--- src/rtl/melody_if.sv ---
// Control/status bundle between the prelude top level and the melody sequencer.
// The top level drives start/stop/loop. The sequencer returns the tone code and status.
interface melody_if;
  logic       start;
  logic       stop;
  logic       loop;
  logic [3:0] frequency;
  logic [4:0] note_idx;
  logic       note_strobe;
  logic       busy;
  logic       done;

  modport master (
    output start, stop, loop,
    input  frequency, note_idx, note_strobe, busy, done
  );

  modport slave (
    input  start, stop, loop,
    output frequency, note_idx, note_strobe, busy, done
  );
endinterface

--- src/rtl/melody_sequencer.sv ---
// Steps a fixed 20-note melody ROM and drives the sine generator's pitch code.
// The last GAP_CYCLES of every slot is a rest, so that repeated pitches are articulated.
module melody_sequencer #(
  parameter int EIGHTH_CYCLES = 3_000_000,
  parameter int GAP_CYCLES    = 120_000
) (
  input  logic     clk,
  input  logic     reset,
  melody_if.slave  bus
);
  localparam int              CW        = (EIGHTH_CYCLES > 1) ? $clog2(EIGHTH_CYCLES) : 1;
  localparam logic [CW-1:0]   LAST_CYC  = CW'(EIGHTH_CYCLES - 1);
  localparam logic [CW-1:0]   PLAY_LAST = CW'(EIGHTH_CYCLES - 1 - GAP_CYCLES);
  localparam logic [4:0]      LAST_NOTE = 5'd19;
  localparam logic [3:0]      REST      = 4'd15;

  typedef enum logic [1:0] {IDLE, PLAY, GAP} state_t;

  state_t        state, state_n;
  logic [CW-1:0] cyc_cnt, cyc_n;
  logic [3:0]    eighth_left, left_n;
  logic [4:0]    note_idx, idx_n;
  logic [3:0]    freq_n;
  logic          strobe_n, done_n, advance, go_idle;

  // Pitch codes: A=0 Dhigh=1 C=2 B=3 G=4 Fis=5 E=6 D=7
  function automatic logic [3:0] pitch_of(input logic [4:0] i);
    case (i)
      5'd0:  pitch_of = 4'd7;
      5'd1:  pitch_of = 4'd4;
      5'd2:  pitch_of = 4'd4;
      5'd3:  pitch_of = 4'd0;
      5'd4:  pitch_of = 4'd3;
      5'd5:  pitch_of = 4'd4;
      5'd6:  pitch_of = 4'd1;
      5'd7:  pitch_of = 4'd3;
      5'd8:  pitch_of = 4'd3;
      5'd9:  pitch_of = 4'd2;
      5'd10: pitch_of = 4'd1;
      5'd11: pitch_of = 4'd2;
      5'd12: pitch_of = 4'd3;
      5'd13: pitch_of = 4'd2;
      5'd14: pitch_of = 4'd1;
      5'd15: pitch_of = 4'd0;
      5'd16: pitch_of = 4'd4;
      5'd17: pitch_of = 4'd0;
      5'd18: pitch_of = 4'd3;
      5'd19: pitch_of = 4'd0;
      default: pitch_of = REST;
    endcase
  endfunction

  function automatic logic [3:0] dur_raw(input logic [4:0] i);
    case (i)
      5'd0, 5'd5, 5'd6, 5'd11, 5'd14: dur_raw = 4'd2;
      5'd19:                          dur_raw = 4'd4;
      default:                        dur_raw = 4'd1;
    endcase
  endfunction

  // A zero duration would underflow the eighths counter, so it plays as one eighth.
  function automatic logic [3:0] dur_of(input logic [4:0] i);
    logic [3:0] d;
    d = dur_raw(i);
    dur_of = (d == 4'd0) ? 4'd1 : d;
  endfunction

  always_comb begin
    state_n  = state;
    cyc_n    = cyc_cnt + CW'(1);
    left_n   = eighth_left;
    idx_n    = note_idx;
    strobe_n = 1'b0;
    done_n   = 1'b0;
    advance  = 1'b0;
    go_idle  = 1'b0;

    if (cyc_cnt == LAST_CYC) begin
      cyc_n  = '0;
      left_n = eighth_left - 4'd1;
    end

    case (state)
      IDLE: begin
        cyc_n  = '0;
        left_n = '0;
        idx_n  = '0;
        if (bus.start && !bus.stop) begin
          state_n  = PLAY;
          left_n   = dur_of(5'd0);
          strobe_n = 1'b1;
        end
      end
      PLAY: begin
        if (bus.stop)
          go_idle = 1'b1;
        else if (eighth_left == 4'd1 && cyc_cnt == PLAY_LAST) begin
          // Without a rest, the end of PLAY is also the end of the slot.
          if (GAP_CYCLES == 0) advance = 1'b1;
          else                 state_n = GAP;
        end
      end
      GAP: begin
        if (bus.stop)
          go_idle = 1'b1;
        else if (eighth_left == 4'd1 && cyc_cnt == LAST_CYC)
          advance = 1'b1;
      end
      default: go_idle = 1'b1;
    endcase

    if (advance) begin
      state_n  = PLAY;
      cyc_n    = '0;
      strobe_n = 1'b1;
      if (note_idx == LAST_NOTE) begin
        idx_n = '0;
        if (!bus.loop) begin
          state_n  = IDLE;
          strobe_n = 1'b0;
          done_n   = 1'b1;
        end
      end else begin
        idx_n = note_idx + 5'd1;
      end
      left_n = (state_n == PLAY) ? dur_of(idx_n) : 4'd0;
    end

    if (go_idle) begin
      state_n = IDLE;
      cyc_n   = '0;
      left_n  = '0;
      idx_n   = '0;
    end

    freq_n = (state_n == PLAY) ? pitch_of(idx_n) : REST;
  end

  always_ff @(posedge clk) begin
    if (!reset) begin
      state           <= IDLE;
      cyc_cnt         <= '0;
      eighth_left     <= '0;
      note_idx        <= '0;
      bus.frequency   <= REST;
      bus.note_idx    <= '0;
      bus.note_strobe <= 1'b0;
      bus.busy        <= 1'b0;
      bus.done        <= 1'b0;
    end else begin
      state           <= state_n;
      cyc_cnt         <= cyc_n;
      eighth_left     <= left_n;
      note_idx        <= idx_n;
      bus.frequency   <= freq_n;
      bus.note_idx    <= idx_n;
      bus.note_strobe <= strobe_n;
      bus.busy        <= (state_n != IDLE);
      bus.done        <= done_n;
    end
  end
endmodule

--- src/flat_wrapper.sv ---
// flat-port wrapper written by rule: the top's interface ports become plain ports
module melody_sequencer_flat 
#(
  parameter int EIGHTH_CYCLES = 3_000_000,
  parameter int GAP_CYCLES    = 120_000
)
  (clk, reset, bus_start, bus_stop, bus_loop, bus_frequency, bus_note_idx, bus_note_strobe, bus_busy, bus_done);
  melody_if bus_i ();
  input  logic clk;
  input  logic reset;
  input wire logic [$bits(bus_i.start)-1:0] bus_start;
  input wire logic [$bits(bus_i.stop)-1:0] bus_stop;
  input wire logic [$bits(bus_i.loop)-1:0] bus_loop;
  output wire logic [$bits(bus_i.frequency)-1:0] bus_frequency;
  output wire logic [$bits(bus_i.note_idx)-1:0] bus_note_idx;
  output wire logic [$bits(bus_i.note_strobe)-1:0] bus_note_strobe;
  output wire logic [$bits(bus_i.busy)-1:0] bus_busy;
  output wire logic [$bits(bus_i.done)-1:0] bus_done;
  assign bus_i.start = bus_start;
  assign bus_i.stop = bus_stop;
  assign bus_i.loop = bus_loop;
  assign bus_frequency = bus_i.frequency;
  assign bus_note_idx = bus_i.note_idx;
  assign bus_note_strobe = bus_i.note_strobe;
  assign bus_busy = bus_i.busy;
  assign bus_done = bus_i.done;
  melody_sequencer #(.EIGHTH_CYCLES(EIGHTH_CYCLES), .GAP_CYCLES(GAP_CYCLES)) u_core (.clk(clk), .reset(reset), .bus(bus_i));
endmodule
--- config.mk ---
export PLATFORM = sky130hd
export DESIGN_NAME = melody_sequencer_flat
export DESIGN_NICKNAME = d
export VERILOG_FILES = /design/src/rtl/melody_if.sv /design/src/rtl/melody_sequencer.sv /design/src/flat_wrapper.sv
export SDC_FILE = /design/constraint.sdc
export NUM_CORES = 1
export LEC_CHECK = 0
export CAP_MARGIN = 0
export CELL_PAD_IN_SITES_DETAIL_PLACEMENT = 1
export CELL_PAD_IN_SITES_GLOBAL_PLACEMENT = 2
export CORE_MARGIN = 1.5
export CORE_UTILIZATION = 38
export CTS_CLUSTER_SIZE = 25
export DETAILED_ROUTE_END_ITERATION = 12
export PLACE_DENSITY = 0.83
export SETUP_SLACK_MARGIN = 0.4
export SYNTH_ARGS = -nofsm -noshare
export SYNTH_HDL_FRONTEND = slang
export SYNTH_SLANG_ARGS = --single-unit
--- constraint.sdc ---
create_clock -name clk -period 6.75 [get_ports clk]
set_input_delay 1.35 -clock clk [delete_from_list [all_inputs] [get_ports clk]]
set_output_delay 1.35 -clock clk [all_outputs]
set_load 0.005 [all_outputs]
# Word-level counts from Yosys, hierarchy flattened

Memories as Yosys holds them, arrays and structs flattened. A register that Yosys moved wholly into a read port is not among the register bits.
Index checks and enable logic that the tools add are counted.

ROM bits: 128
Input port bits: 5
Memories kept: 1
Word-level logic and storage cells: 74
Flip-flop bits (word level): 36

Mux-type cells: 33
Bitwise logic cells: 1
Add/sub/neg operators: 3
Reductions and logical operators: 16
Equal/unequal tests: 13

Memories:

| name             | depth | bits a word | rd ports | clocked after memory_dff | write ports | RTL line               | text |
|---|---|---|---|---|---|---|---|
| (name not given) | 32    | 4           | 1        | 1                        | 0           | melody_sequencer.sv:28 | `case (i)` |

Operator list:

| cell                    | number |
|---|---|
| $eq A22 B22 Y1 const B  | 2 |
| $mux W5                 | 5 |
| $mux W4                 | 6 |
| $add A22 B1 Y22 const B | 1 |
| $mux W2                 | 8 |
| $mux W1                 | 11 |
| $eq A5 B3 Y1 const B    | 2 |
| $eq A5 B4 Y1 const B    | 2 |
| $eq A5 B5 Y1 const B    | 2 |
| $reduce_or A5 Y1        | 2 |
| $eq A2 B1 Y1 const B    | 3 |
| $pmux W3 S2             | 1 |
| $add A5 B1 Y5 const B   | 1 |
| $logic_not A5 Y1        | 1 |
| $eq A4 B1 Y1 const B    | 1 |
| $logic_not A4 Y1        | 1 |
| $pmux W2 S2             | 1 |
| $reduce_or A2 Y1        | 2 |
| $sub A4 B1 Y4 const B   | 1 |
| $logic_and A1 B1 Y1     | 3 |
| $reduce_and A3 Y1       | 1 |
| $reduce_bool A3 Y1      | 1 |
| $eq A2 B2 Y1 const B    | 1 |
| $logic_not A1 Y1        | 2 |
| 5 further kinds         | 5 |

# Logic depth before layout (Yosys ltp)

Depth after elaboration: 14
Mapped depth: 14

# Least setup slack after synthesis

No wires, ideal clock.

Path type: input port to flip-flop
Start point: input port bus_stop
End point: register u_core.bus.frequency[0]
Stages: 12
Path slack: 3.324 ns
Data arrival time: 3.298 ns
Data required time: 6.622 ns
Setup time: 0.128 ns
Cells stage by stage: nor4b_4 and4_1 buf_4 and2_1 buf_6 nand2_1 a21oi_1 inv_1 ha_1 and2_1 a2111oi_0 nor2_1

Cells in the longest elaborated chain, start to end: 9
Elaborated cells between the ends (all ways): 16
Those cells by class: eq/ne: 1; mux: 11; reduce/logical: 4

Ends and longest elaborated chain:

| item                        | RTL line                | text |
|---|---|---|
| start: declaration          | flat_wrapper.sv:12      | `input wire logic [$bits(bus_i.stop)-1:0] bus_stop;` |
| $logic_not A1 Y1            | melody_sequencer.sv:88  | `if (bus.start && !bus.stop) begin` |
| $logic_and A1 B1 Y1         | melody_sequencer.sv:88  |  |
| $mux W2                     | melody_sequencer.sv:88  |  |
| $pmux W2 S2                 | melody_sequencer.sv:83  | `case (state)` |
| $mux W2                     | melody_sequencer.sv:112 | `if (advance) begin` |
| $mux W2                     | melody_sequencer.sv:129 | `if (go_idle) begin` |
| $eq A2 B1 Y1                | melody_sequencer.sv:136 | `freq_n = (state_n == PLAY) ? pitch_of(idx_n) : REST;` |
| $reduce_and A2 Y1 (no line) | --                      |  |
| $logic_not A1 Y1 (no line)  | --                      |  |
| end: declaration            | melody_if.sv:20         | `output frequency, note_idx, note_strobe, busy, done` |

Parallel ways exist; a longest one is shown, timed or not.
A chain may end at the register's enable or synchronous reset.

# Worst setup path in the final report

Ends and elaborated chain as after synthesis.

==> summary.md <==
## Placement
- 16 — count of buffers from port buffering
- 4.95 mm — DP HPWL
- 0.811 — weighted congestion reported at the end of routability-driven placement

## Worst setup path
- sky130_fd_sc_hd__and2_1 — critical path's most frequent cell
- bus_stop — beginning of the critical path
- 6 — largest driver fanout on the critical path
- 3.70 ns — setup slack of the most critical reg-to-reg path
- u_core.bus.frequency[0] — FF-to-FF End
- input port — Critical Path Source Type
- u_core.eighth_left[0] — worst r2r src
- clkdlybuf4s50_1 > nor4b_4 > and4_1 > and2_1 > nand2_1 > a21oi_1 > inv_1 > ha_1 > and2_1 > a2111oi_0 > nor2_1 — Cell Chain, Critical Path
- sky130_fd_sc_hd__clkdlybuf4s50_1 — highest-delay cell along the critical path
- 0.50 ns — Crit path largest cell delay
- register — crit end category
- 6.93 ns — WP data required
- in -> reg — Crit Path Category
- 11 — Worst Reg-to-Reg Cells
- u_core.bus.frequency[0] — CP endpoint
- 4.23 ns — Crit path arrival time

## Drt
- 8 — TritonRoute pass-1 iters
- 83 — DRT iter0 DRCs
- 5.50 — detailed-route vias per instance
- 6.47 mm — WL final
- 0 — number of nets still failing antenna checks after routing
- 2212 — overall via count from detail_route
- 16.1 um — routed length per instance
- 2 — DRC violations left

## Power
- 161 nW/um2 — areal power density over the cells
- 0.0695 mV — highest ir drop seen on vdd
- 0.941 nW — reported leakage power

## Clock tree
- done — CTS tree
- 0.30 ns — Skew-Pair Late Insertion Delay
- sky130_fd_sc_hd__clkbuf_8 — Root Driver
- 0.08 ns — clock slew seen by the registers of the worst setup and hold paths
- 40 — count of clock tree sinks
- 0 — total of cells resized after clock tree synthesis
- 5 — Num CTS Buffers
- 0 — number of hold buffers added after CTS
- 2 — maximum clock path buffer count
- 2 — H-tree levels
- 0 — number of buffers added for setup after CTS

## Yosys
- 329 — syn_nets
- sky130_fd_sc_hd__dfxtp_1 31%, sky130_fd_sc_hd__nor2_1 7.5%, sky130_fd_sc_hd__ha_1 5.9% — top cells by area, synth
- 312 — number of standard cells after synthesis
- 57 — number of distinct standard cells referenced by the synthesized netlist
- 51 x sky130_fd_sc_hd__nor2_1, 40 x sky130_fd_sc_hd__dfxtp_1, 19 x sky130_fd_sc_hd__nand2_1 — commonest cells in the netlist
- 0 — number of synthesized flops with an enable pin
- 0 — Synthesis Warnings
- 2550 um2 — post-synthesis instance area
- 0.314 — share of synthesized area occupied by flip-flops and latches
- 0 — FFs w/ async S/R, synth
- 40 — count of state elements after synthesis
- sky130_fd_sc_hd__dfxtp_1 — post-synth top area cell
- sky130_fd_sc_hd__nor2_1 — most frequent cell after synthesis
- sky130_fd_sc_hd__dfxtp_1 — Top FF cell, synth
- 8.16 um2 — synthesized area per cell
- 0.314 — area share of the largest cell type after synthesis

## Timing
- 0.490 — remaining max-slew budget at the tightest pin
- 0 ns — Fin Setup TNS
- 247 MHz — highest achievable clock rate
- 0.601 — Period Utilization, post-route
- 0 — Final setup viols
- 0.765 ns — transition time at the pin with the least slew margin
- false — unrepaired setup endpoints after global routing
- 0 — number of hold violations in the final report
- 0 — Max Transition Viols Final
- 4.06 ns — final critical path time including I/O delays and setup
- 0.0142 ns — Post-Route Skew

## Floorplan
- 6420 um2 — placeable core region
- 29 — # rows
- 17 — number of top-level design ports
- 84.9 um — horizontal extent of the die
- 7200 um2 — overall die area
- 0.396 — Starting Density
- 84.9 um — chip height

## Global route
- 0.192 — global-route usage over all layers
- 11.2 mm — first-pass GRT wire length
- 0 — overall overflow remaining after global route
- 23 — pin count of the biggest net entering global routing
- 2200 — via count of the first global-routing pass
- 0 — initial antenna violation count

## Outcome
- design-rule violations — failing checks
- complete, but fails checks — outcome

## Job
- 0 — Maximum Capacitance Violations

## Final layout
- 341 — fin nets
- 0 — Antenna diodes
- 11.5% — area overhead of the layout relative to synthesis
- 0.442 — end-of-flow core utilization
- 0.0738 — layout cells sized above 1

## Min path
- reg -> reg — hold crit path type
- u_core.cyc_cnt[0] — Worst Min Path Start

logic make-up after synthesis:
| logic type | count (synthesis) | synth area share |
|---|---|---|
| AO/OA/AOI/OAI | 51 | 0.138 |
| XOR/XNOR | 21 | 0.0722 |
| adder cells (fa/ha/maj) | 12 | 0.0590 |
| buffers and inverters | 27 | 0.0472 |
| flip-flops | 40 | 0.314 |
| multiplexers | 3 | 0.0147 |
| AND/OR/NAND/NOR | 158 | 0.354 |
registers in the layout, summed over array words and instances, names as in the netlist:
name / count
u_core.cyc_cnt: 22
u_core.bus.note_idx: 5
u_core.bus.frequency: 4
u_core.eighth_left: 4
u_core.state: 2
u_core.bus.busy: 1
u_core.bus.done: 1
u_core.bus.note_strobe: 1
placed cells by master, fill, tap and decap left out, drive strengths merged, types with 6 or more instances in the layout:
cell type and instances:
dfxtp 40, inv 16, nand4 7, nor2 51
xnor2 12, o21ai 13, clkbuf 6, ha 12
and2 6, nand2 19, nor4 7, a21oi 10
nand3 17, clkdlybuf4s50 16, nor3 13, xor2 9
layer usage:
layer,routed length [um],track usage
met1,3480,0.281
met2,2770,0.296
met3,161,0.0321
met4,48,0.0432
met5,0,0
through the flow:
| step | instances | power [W] | hold slack [ns] | instance area [um2] | setup WS [ns] |
|---|---|---|---|---|---|
| 2_1_floorplan | 312 | 0.000275 | 0.430 | 2550 | 3.32 |
| 6_report | 402 | 0.000458 | 0.470 | 2840 | 2.69 |
| 4_1_cts | 402 | 0.000465 | 0.477 | 2840 | 2.70 |
| 3_3_place_gp | 394 | 0.000290 | 0.446 | 2740 | 2.54 |
| 3_5_place_dp | 394 | 0.000290 | 0.457 | 2740 | 2.41 |
| 5_1_grt | 402 | 0.000480 | 0.504 | 2840 | 2.42 |
report_power, final:
part,leakage (nW),switching (W),total [W],internal (W)
combinational,0.574,0.0000250,0.0000409,0.0000159
clock,0.0434,0.0000906,0.000173,0.0000829
sequential,0.323,0.00000358,0.000244,0.000240
total,0.941,0.000119,0.000458,0.000339
final cells by class:
| cell class | count | area [um2] |
|---|---|---|
| Clock buffer | 6 | 82.6 |
| Tap cell | 77 | 96.3 |
| Multi-Input combinational cell | 245 | 1630 |
| Timing Repair Buffer | 16 | 160 |
| Clock inverter | 2 | 15.0 |
| Sequential cell | 40 | 801 |
| Fill cell | 782 | 3580 |
| Inverter | 16 | 60.1 |
critical path: cells and delay by family:
family          cells  cell delay [ns]
compound gates      2             0.73
fa+ha+maj           1             0.22
buf+inv             2             0.61
simple gates        6             1.31
worst min-delay path by stage:
stage	endpoint	slack [ns]	cells past startpoint
detailed placement	u_core.cyc_cnt[0]	0.46	1
floorplan	u_core.cyc_cnt[0]	0.43	1
global placement	u_core.cyc_cnt[0]	0.45	1
CTS	u_core.cyc_cnt[0]	0.48	1
global route	u_core.cyc_cnt[0]	0.50	1
finish	u_core.cyc_cnt[0]	0.47	1
Note: power is estimated with default switching activity, not from simulation.
